==> src/rtl/uart_pkg.sv <==
`default_nettype none
// ============================================================================
// Module      : uart_pkg
// Description : Shared types and helpers for the streaming UART transmitter.
//               Build option UART_TX_PARITY_EN adds the PARITY state (8E1).
// Revision    : 1.0 - initial release
// ============================================================================
package uart_pkg;

  localparam int DATA_BITS = 8;

`ifdef UART_TX_PARITY_EN
  typedef enum logic [2:0] {
    S_IDLE   = 3'd0,
    S_START  = 3'd1,
    S_DATA   = 3'd2,
    S_PARITY = 3'd3,
    S_STOP   = 3'd4
  } tx_state_t;
`else
  typedef enum logic [1:0] {
    S_IDLE  = 2'd0,
    S_START = 2'd1,
    S_DATA  = 2'd2,
    S_STOP  = 2'd3
  } tx_state_t;
`endif

  // Clock cycles per bit, rounded to nearest.
  function automatic int calc_div(input int clk_freq, input int baud);
    return (clk_freq + baud / 2) / baud;
  endfunction

endpackage
`default_nettype wire

==> src/rtl/uart_tx_stream_if.sv <==
`default_nettype none
// ============================================================================
// Module      : uart_tx_stream_if
// Description : Valid/ready byte stream into the UART transmitter.
// Revision    : 1.0 - initial release
// ============================================================================
interface uart_tx_stream_if;
  import uart_pkg::*;

  logic [DATA_BITS-1:0] in_data;
  logic                 in_valid;
  logic                 in_ready;

  modport master (
    output in_data,
    output in_valid,
    input  in_ready
  );

  modport slave (
    input  in_data,
    input  in_valid,
    output in_ready
  );

endinterface
`default_nettype wire

==> src/rtl/uart_tx_fifo.sv <==
`default_nettype none
// ============================================================================
// Module      : uart_tx_fifo
// Description : Byte FIFO with show-ahead read; DEPTH must be a power of two.
// Revision    : 1.0 - initial release
// ============================================================================
module uart_tx_fifo
  import uart_pkg::*;
#(
  parameter int DEPTH = 4
) (
  input  wire logic                 clk,
  input  wire logic                 rst_n,
  input  wire logic                 i_push,
  input  wire logic [DATA_BITS-1:0] i_data,
  input  wire logic                 i_pop,
  output logic      [DATA_BITS-1:0] o_data,
  output logic                      o_full,
  output logic                      o_empty
);

  localparam int c_AW = $clog2(DEPTH);

  logic [DATA_BITS-1:0] r_mem [DEPTH];
  logic [c_AW:0]        r_wr_ptr;
  logic [c_AW:0]        r_rd_ptr;
  logic                 w_push;
  logic                 w_pop;

  // Extra MSB distinguishes full (MSBs differ) from empty (pointers equal).
  assign o_empty = (r_wr_ptr == r_rd_ptr);
  assign o_full  = (r_wr_ptr[c_AW] != r_rd_ptr[c_AW]) &&
                   (r_wr_ptr[c_AW-1:0] == r_rd_ptr[c_AW-1:0]);

  assign w_push = i_push && !o_full;
  assign w_pop  = i_pop && !o_empty;

  always_ff @(posedge clk or negedge rst_n) begin
    if (!rst_n) begin
      r_wr_ptr <= '0;
      r_rd_ptr <= '0;
    end else begin
      if (w_push) r_wr_ptr <= r_wr_ptr + (c_AW+1)'(1);
      if (w_pop)  r_rd_ptr <= r_rd_ptr + (c_AW+1)'(1);
    end
  end

  always_ff @(posedge clk) begin
    if (w_push) r_mem[r_wr_ptr[c_AW-1:0]] <= i_data;
  end

  assign o_data = r_mem[r_rd_ptr[c_AW-1:0]];

endmodule
`default_nettype wire

==> src/rtl/uart_tx_stream.sv <==
`default_nettype none
// ============================================================================
// Module      : uart_tx_stream
// Description : Buffered 8N1 UART transmitter with valid/ready byte input.
//               Define UART_TX_PARITY_EN for 8E1 framing.
// Revision    : 1.0 - initial release
// ============================================================================
module uart_tx_stream
  import uart_pkg::*;
#(
  parameter int CLK_FREQ   = 50_000_000,
  parameter int BAUD       = 115200,
  parameter int FIFO_DEPTH = 4
) (
  input  wire logic       clk,
  input  wire logic       reset_n,
  uart_tx_stream_if.slave s_in,
  output logic            txd,
  output logic            busy
);

  localparam int c_DIV   = calc_div(CLK_FREQ, BAUD);
  localparam int c_CNT_W = (c_DIV > 1) ? $clog2(c_DIV) : 1;
  localparam int c_BIT_W = $clog2(DATA_BITS);
  localparam logic [c_CNT_W-1:0] c_CNT_LAST = c_CNT_W'(c_DIV - 1);
  localparam logic [c_BIT_W-1:0] c_BIT_LAST = c_BIT_W'(DATA_BITS - 1);

  logic [1:0]           r_rst_sync;
  logic                 w_rst_n;

  tx_state_t            r_state;
  tx_state_t            w_state_nxt;
  logic [c_CNT_W-1:0]   r_cnt;
  logic [c_CNT_W-1:0]   w_cnt_nxt;
  logic [c_BIT_W-1:0]   r_bit;
  logic [c_BIT_W-1:0]   w_bit_nxt;
  logic [DATA_BITS-1:0] r_shift;
  logic [DATA_BITS-1:0] w_shift_nxt;
  logic                 r_txd;
  logic                 w_txd_nxt;
`ifdef UART_TX_PARITY_EN
  logic                 r_par;
  logic                 w_par_nxt;
`endif

  logic                 w_full;
  logic                 w_empty;
  logic                 w_pop;
  logic [DATA_BITS-1:0] w_fifo_data;
  logic                 w_cnt_wrap;
  logic                 w_start;

  // Reset asserts asynchronously, releases two edges after reset_n rises.
  always_ff @(posedge clk or negedge reset_n) begin
    if (!reset_n) r_rst_sync <= 2'b00;
    else          r_rst_sync <= {r_rst_sync[0], 1'b1};
  end
  assign w_rst_n = r_rst_sync[1];

  uart_tx_fifo #(
    .DEPTH (FIFO_DEPTH)
  ) u_fifo (
    .clk     (clk),
    .rst_n   (w_rst_n),
    .i_push  (s_in.in_valid),
    .i_data  (s_in.in_data),
    .i_pop   (w_pop),
    .o_data  (w_fifo_data),
    .o_full  (w_full),
    .o_empty (w_empty)
  );

  assign s_in.in_ready = !w_full;
  assign w_cnt_wrap    = (r_cnt == c_CNT_LAST);
  assign w_start       = !w_empty &&
                         ((r_state == S_IDLE) || ((r_state == S_STOP) && w_cnt_wrap));

  always_comb begin
    w_state_nxt = r_state;
    w_cnt_nxt   = r_cnt;
    w_bit_nxt   = r_bit;
    w_shift_nxt = r_shift;
    w_txd_nxt   = r_txd;
    w_pop       = 1'b0;
`ifdef UART_TX_PARITY_EN
    w_par_nxt   = r_par;
`endif

    if (r_state != S_IDLE) begin
      w_cnt_nxt = w_cnt_wrap ? '0 : r_cnt + c_CNT_W'(1);
    end

    case (r_state)
      S_IDLE: begin
        w_txd_nxt = 1'b1;
        w_cnt_nxt = '0;
      end
      S_START: begin
        if (w_cnt_wrap) begin
          w_state_nxt = S_DATA;
          w_bit_nxt   = '0;
          w_txd_nxt   = r_shift[0];
        end
      end
      S_DATA: begin
        if (w_cnt_wrap) begin
          if (r_bit == c_BIT_LAST) begin
`ifdef UART_TX_PARITY_EN
            w_state_nxt = S_PARITY;
            w_txd_nxt   = r_par;
`else
            w_state_nxt = S_STOP;
            w_txd_nxt   = 1'b1;
`endif
          end else begin
            w_bit_nxt   = r_bit + c_BIT_W'(1);
            w_shift_nxt = r_shift >> 1;
            w_txd_nxt   = r_shift[1];
          end
        end
      end
`ifdef UART_TX_PARITY_EN
      S_PARITY: begin
        if (w_cnt_wrap) begin
          w_state_nxt = S_STOP;
          w_txd_nxt   = 1'b1;
        end
      end
`endif
      S_STOP: begin
        if (w_cnt_wrap) begin
          w_state_nxt = S_IDLE;
          w_txd_nxt   = 1'b1;
        end
      end
      default: begin
        w_state_nxt = S_IDLE;
        w_txd_nxt   = 1'b1;
      end
    endcase

    // A new frame starts straight from IDLE or from the end of the stop bit.
    if (w_start) begin
      w_pop       = 1'b1;
      w_state_nxt = S_START;
      w_cnt_nxt   = '0;
      w_txd_nxt   = 1'b0;
      w_shift_nxt = w_fifo_data;
`ifdef UART_TX_PARITY_EN
      w_par_nxt   = ^w_fifo_data;
`endif
    end
  end

  always_ff @(posedge clk or negedge w_rst_n) begin
    if (!w_rst_n) begin
      r_state <= S_IDLE;
      r_cnt   <= '0;
      r_bit   <= '0;
      r_shift <= '0;
      r_txd   <= 1'b1;
`ifdef UART_TX_PARITY_EN
      r_par   <= 1'b0;
`endif
    end else begin
      r_state <= w_state_nxt;
      r_cnt   <= w_cnt_nxt;
      r_bit   <= w_bit_nxt;
      r_shift <= w_shift_nxt;
      r_txd   <= w_txd_nxt;
`ifdef UART_TX_PARITY_EN
      r_par   <= w_par_nxt;
`endif
    end
  end

  assign txd  = r_txd;
  assign busy = (r_state != S_IDLE) || !w_empty;

endmodule
`default_nettype wire

==> src/flat_wrapper.sv <==
// flat-port wrapper written by rule: the top's interface ports become plain ports
module uart_tx_stream_flat import uart_pkg::*;
#(
  parameter int CLK_FREQ   = 50_000_000,
  parameter int BAUD       = 115200,
  parameter int FIFO_DEPTH = 4
)
  (clk, reset_n, txd, busy, s_in_in_data, s_in_in_valid, s_in_in_ready);
  uart_tx_stream_if s_in_i ();
  input  wire logic clk;
  input  wire logic reset_n;
  output logic txd;
  output logic busy;
  input wire logic [$bits(s_in_i.in_data)-1:0] s_in_in_data;
  input wire logic [$bits(s_in_i.in_valid)-1:0] s_in_in_valid;
  output wire logic [$bits(s_in_i.in_ready)-1:0] s_in_in_ready;
  assign s_in_i.in_data = s_in_in_data;
  assign s_in_i.in_valid = s_in_in_valid;
  assign s_in_in_ready = s_in_i.in_ready;
  uart_tx_stream #(.CLK_FREQ(CLK_FREQ), .BAUD(BAUD), .FIFO_DEPTH(FIFO_DEPTH)) u_core (.clk(clk), .reset_n(reset_n), .s_in(s_in_i), .txd(txd), .busy(busy));
endmodule
==> config.mk <==
export PLATFORM = sky130hd
export DESIGN_NAME = uart_tx_stream_flat
export DESIGN_NICKNAME = d
export VERILOG_FILES = /design/src/rtl/uart_pkg.sv /design/src/rtl/uart_tx_stream_if.sv /design/src/rtl/uart_tx_fifo.sv /design/src/rtl/uart_tx_stream.sv /design/src/flat_wrapper.sv
export SDC_FILE = /design/constraint.sdc
export NUM_CORES = 1
export LEC_CHECK = 0
export BUFFER_PORTS_ARGS = -buffer_cell sky130_fd_sc_hd__buf_2
export CORE_MARGIN = 2
export CORE_UTILIZATION = 55
export CTS_BUF_LIST = sky130_fd_sc_hd__clkbuf_16
export CTS_CLUSTER_SIZE = 10
export DETAILED_ROUTE_END_ITERATION = 6
export PLACE_DENSITY = 0.84
export SLEW_MARGIN = 20
export SYNTH_ARGS = -nofsm -noshare
export SYNTH_HDL_FRONTEND = slang
export SYNTH_HIERARCHICAL = 1
export SYNTH_SLANG_ARGS = --single-unit
==> constraint.sdc <==
create_clock -name clk -period 1.4 [get_ports clk]
set_input_delay 0.21 -clock clk [delete_from_list [all_inputs] [get_ports clk]]
set_output_delay 0.21 -clock clk [all_outputs]
set_load 0.01 [all_outputs]
* Yosys cells after proc, flatten, opt, wreduce, memory -nomap -nowiden
Memories as Yosys holds them, arrays and structs flattened. Cells that the tools add are included.
Storage, ports and cells: flip-flop bits (word level) 31, bits in writable memories 32, bits of input ports 11, output and inout port bits 3, logic and storage cells 76, memories 1
Operators by class: add/subtract/negate cells 4, equality and inequality tests 16, multiplexer cells 27, reduce and logical (&&, ||, !) cells 20
Memories:
- u_core.u_fifo.r_mem | depth 4, bits a word 8, read ports 1, clocked after Yosys merged registers in 0, write ports 1, line uart_tx_fifo.sv:24 | logic [DATA_BITS-1:0] r_mem [DEPTH];
Operators with widths (number):
- $mux 9 | 4
- $mux 8 | 4
- $ne 3x1->1 const B | 4
- $mux 2 | 5
- $add 3x1->3 const B | 3
- $add 9x1->9 const B | 1
- $eq 9x9->1 const B | 1
- $mux 3 | 3
- $mux 1 | 8
- $reduce_bool 2->1 | 4
- $ne 2x1->1 const B | 3
- $pmux 2 s3 | 1
- $pmux 3 s2 | 1
- $reduce_and 3->1 | 2
- $logic_and 1x1->1 | 5
- $reduce_and 5->1 | 1
- $eq 2x2->1 const B | 2
- $pmux 1 s4 | 1
- $reduce_and 4->1 | 1
- $reduce_bool 4->1 | 1
- $eq 3x3->1 | 1
- $eq 3x3->1 const B | 1
- $reduce_bool 3->1 | 1
- $eq 2x1->1 const B | 1
- other kinds (6) | 8

* Depth between registers and ports, before layout
depth in word-level cells 6, mapped depth 9, depth with buffers taken out 8

* Hierarchy
The synthesis kept the hierarchy.
By module, submodules not included:
- uart_tx_fifo | times used 1, cells an instance 90, area an instance 1695.4 um^2, seq. area each 1111.1 um^2
- uart_tx_stream | times used 1, cells an instance 129, area an instance 1368.8 um^2, seq. area each 626.9 um^2

* Least setup slack after synthesis
Ideal clock, no wire load.
path kind register to register, from register u_core.r_bit[0], to register u_core.r_shift[0], arrival 1.711 ns, setup slack -0.435 ns, cell stages (with the launch flop) 7, cells stage by stage dfrtp_1 ha_1 ha_1 clkbuf_1 nand4b_4 mux2_1 mux2_2
On the way: longest elaborated chain between the ends 3
RTL lines:
- start, declared | line uart_tx_stream.sv:35 | logic [c_BIT_W-1:0] r_bit;
- start signal, assigned | line uart_tx_stream.sv:168 | r_bit <= w_bit_nxt;
- $eq 3x3->1 | line uart_tx_stream.sv:107 | if (r_bit == c_BIT_LAST) begin
- $ne 2x1->1 (no source line)
- $reduce_and 3->1 (no source line)
- end signal, assigned | line uart_tx_stream.sv:169 | r_shift <= w_shift_nxt;
- end, declared | line uart_tx_stream.sv:37 | logic [DATA_BITS-1:0] r_shift;
Every way passes these cells. A chain may end at the register's enable or synchronous reset.

* Worst setup path in the final report
from register u_core.r_cnt[1], to register u_core.r_shift[2]
On the way: longest elaborated chain between the ends 6
RTL lines:
- start, declared | line uart_tx_stream.sv:33 | logic [c_CNT_W-1:0] r_cnt;
- start signal, assigned | line uart_tx_stream.sv:167 | r_cnt <= w_cnt_nxt;
- $eq 9x9->1 (*) | line uart_tx_stream.sv:74 | assign w_cnt_wrap = (r_cnt == c_CNT_LAST);
- $logic_and 1x1->1 | line uart_tx_stream.sv:76 | ((r_state == S_IDLE) || ((r_state == S_STOP) && w_cnt_wrap));
- $logic_or 1x1->1 | line uart_tx_stream.sv:76
- $logic_and 1x1->1 | line uart_tx_stream.sv:75 | assign w_start = !w_empty &&
- $ne 2x1->1 (no source line) or $reduce_bool 2->1 (tied branches)
- $reduce_and 3->1 (no source line)
Every way passes the cells marked *; elsewhere a longest branch is shown, timed or not.

==> qor.txt <==
run status: finished, violations left
failing checks: negative setup slack
DRC viols: 0
clock-pin slew on the worst setup and hold paths: 50 ps
distinct cell type count after synthesis: 46
setup violators final: 62
vias in the first global route: 2239
Setup WS pre-CTS: -389 ps
Post-DRT Antenna Nets: 0
initial core utilization: 56.3%
Site Rows: 27
final net count: 330
skew final: 3.86 ps
first-pass GRT wire length: 10.9 mm
RSZ-0062 raised after global routing: yes
register bit total from synthesis: 63
power share of the clock group: 31.2%
final period utilization: 134%
Worst EP required: 1610 ps
via count: 2173
commonest non-fill, non-tap cell in the layout: buf_4
Slew Viols, Final: 0
cell count after synthesis: 219
final core occ: 82.1%
DIE HEIGHT: 78.6 um
WL/cell: 20.3 um
All-Layer GR Usage: 24.6%
ANT cells: 0
CTS Buf Count: 9
Avg Vias per Cell: 5.69
chip width: 78.6 um
top cells by area, synth: edfxtp_1, dfrtp_1, mux4_1
CTS tree: yes
die area: 0.00618 sq mm
ys async rst share: 49.2%
Post-DP HPWL: 3.98 mm
GPL Wtd Cong: 0.802
P_leak: 1.85 nW
Syn Nets: 243
final cell count without fillers: 382
post-synthesis cell area: 0.00306 sq mm
Synth top area share: 31.4%
synthesis-to-finish area growth: 45.8%
later-pin clock latency in the skew report: 330 ps
switching power of the nets: 0.00194 W
Fin Setup TNS: -14440 ps
average size of a mapped cell: 14.0 sq um
I/O Buffers: 13
WL final: 7.74 mm
final hold viol count: 0
Max Clock Freq: 534 MHz
CP Max Fanout: 8
fraction of layout instances using a drive strength above 1: 56.1%
max_cap viols: 0
Logic pwr share: 32.6%
GRT overflow: 0
cell taking the most area after synthesis: edfxtp_1
H-tree depth: 3
top_reg_cell synth: edfxtp_1
most frequent cells in the layout: buf_4, edfxtp_1, dfrtp_1
crit path time final: 1870 ps
WS Path Type: register to register
Post-Place Cells: 345
detailed router's first-iteration violation count: 109
clock sink count: 63
Initial DRT Pass Iterations: 5
internal power: 0.00441 W
Setup crit end kind: register
Seq pwr share: 36.3%
WP data arrival: 2090 ps
Hold Slack: 91.1 ps
Post-synth EDFFs: 32
switch share: 30.5%
Ys Warns: 6
Startpoint Class: register
register area share after synthesis: 56.7%
initial antenna violation count: 0
largest net degree at the start of global routing: 30
Final WS setup: -473 ps
PD cells: 1420 mW/mm^2
Clock Path Buffers: 2
total core area: 0.00544 sq mm
Hold WC Path Type: input pin to register
peak supply drop: 1390 uV
root buf cell: clkbuf_16
num ports: 14
-- logic make-up after synthesis --
| logic type | share of synthesized area [%] |
|---|---|
| simple gates | 9.31 |
| mux | 12.3 |
| other cells | 0.122 |
| fa+ha+maj | 5.31 |
| flops | 56.7 |
| buf+inv | 2.98 |
| xor+xnor | 5.31 |
| compound gates | 7.92 |
-- sequential cells by signal (all words and copies together) (netlist names) --
register and count:
u_core/r_bit 3, u_core/r_cnt 9, u_core/r_rst_sync 2, u_core/r_shift 8, u_core/r_state 2, u_core/txd 1
u_core/u_fifo/r_mem 32, u_core/u_fifo/r_rd_ptr 3, u_core/u_fifo/r_wr_ptr 3
-- what timing repair did --
item / 4_1_cts / 5_1_grt
pin swaps: 15 / 12
setup endpoints to repair: 63 / 63
hold buffers: 1 / 0
hold endpoints to repair: 2 / 0
cloned: 0 / 0
setup buffers: 13 / 13
gates resized for setup: 32 / 38
-- layer usage --
metal | vias up | routed length, um | GRT usage [%]
met5 | - | 0 | 0
met4 | 0 | 201 | 11.6
met3 | 22 | 326 | 7.13
met2 | 67 | 4040 | 43.6
met1 | 1102 | 3170 | 27.2
li1 | 982 | - | -
-- metrics by stage --
| stage | power [W] | instance area [sq um] |
|---|---|---|
| 3_5_place_dp | 0.00351 | 3700 |
| 5_1_grt | 0.00657 | 4470 |
| 4_1_cts | 0.00599 | 4220 |
| 6_report | 0.00634 | 4470 |
| 3_3_place_gp | 0.00344 | 3700 |
| 2_1_floorplan | 0.00303 | 3210 |
-- path summary, 6_finish.rpt --
check | startpoint | end | slack, ps | cells past startpoint
max reg2reg | u_core/r_cnt[1]$_DFFE_PN0P_ | u_core/r_shift[2]$_DFFE_PN0P_ | -470 | 6
min in group asynchronous | reset_n | u_core/r_rst_sync[1]$_DFF_PN0_ | 200 | 2
max in group asynchronous | u_core/r_rst_sync[1]$_DFF_PN0_ | u_core/txd$_DFFE_PN1P_ | 810 | 1
max | u_core/r_cnt[1]$_DFFE_PN0P_ | u_core/r_shift[2]$_DFFE_PN0P_ | -470 | 6
min reg2reg | u_core/r_rst_sync[1]$_DFF_PN0_ | u_core/r_cnt[5]$_DFFE_PN0P_ | 280 | 1
min | s_in_in_data[1] | u_core/u_fifo/r_mem[3][1]$_DFFE_PP_ | 90 | 1
-- power groups by stage --
stage	Sequential, W	Combinational, W	Clock (W)
finish	0.00230	0.00207	0.00198
global route	0.00231	0.00215	0.00211
CTS	0.00228	0.00170	0.00200
detailed placement	0.00231	0.00121	0
global placement	0.00229	0.00116	0
floorplan	0.00235	0.000675	0
-- synthesized netlist by cell type (3+ instances only) --
cell type / count
edfxtp_1: 32
dfrtp_1: 30
nor2_1: 16
inv_1: 15
ha_1: 13
mux2_2: 13
nand2_1: 10
xnor2_1: 10
mux4_1: 8
a21oi_1: 7
o31ai_1: 6
nand2b_1: 5
nand3_1: 5
a22o_1: 3
and3_1: 3
clkbuf_1: 3
xor2_1: 3
-- layout make-up --
class | count | area [sq um]
clock buffer | 9 | 225
clock inverter | 6 | 38.8
fill | 265 | 971
inverter | 15 | 61.3
multi-input combinational | 135 | 1610
sequential | 63 | 1740
tap | 72 | 90.1
timing repair buffer | 82 | 703
-- worst max-delay path, cell delays in order, from the launching register on --
cell      delay [ps]
dfrtp_1          370
inv_1             60
ha_1             160
and4b_2          310
nand4b_4         200
mux2_2           360
mux2_2           280
No activity file was read; power rests on OpenSTA's default activity.
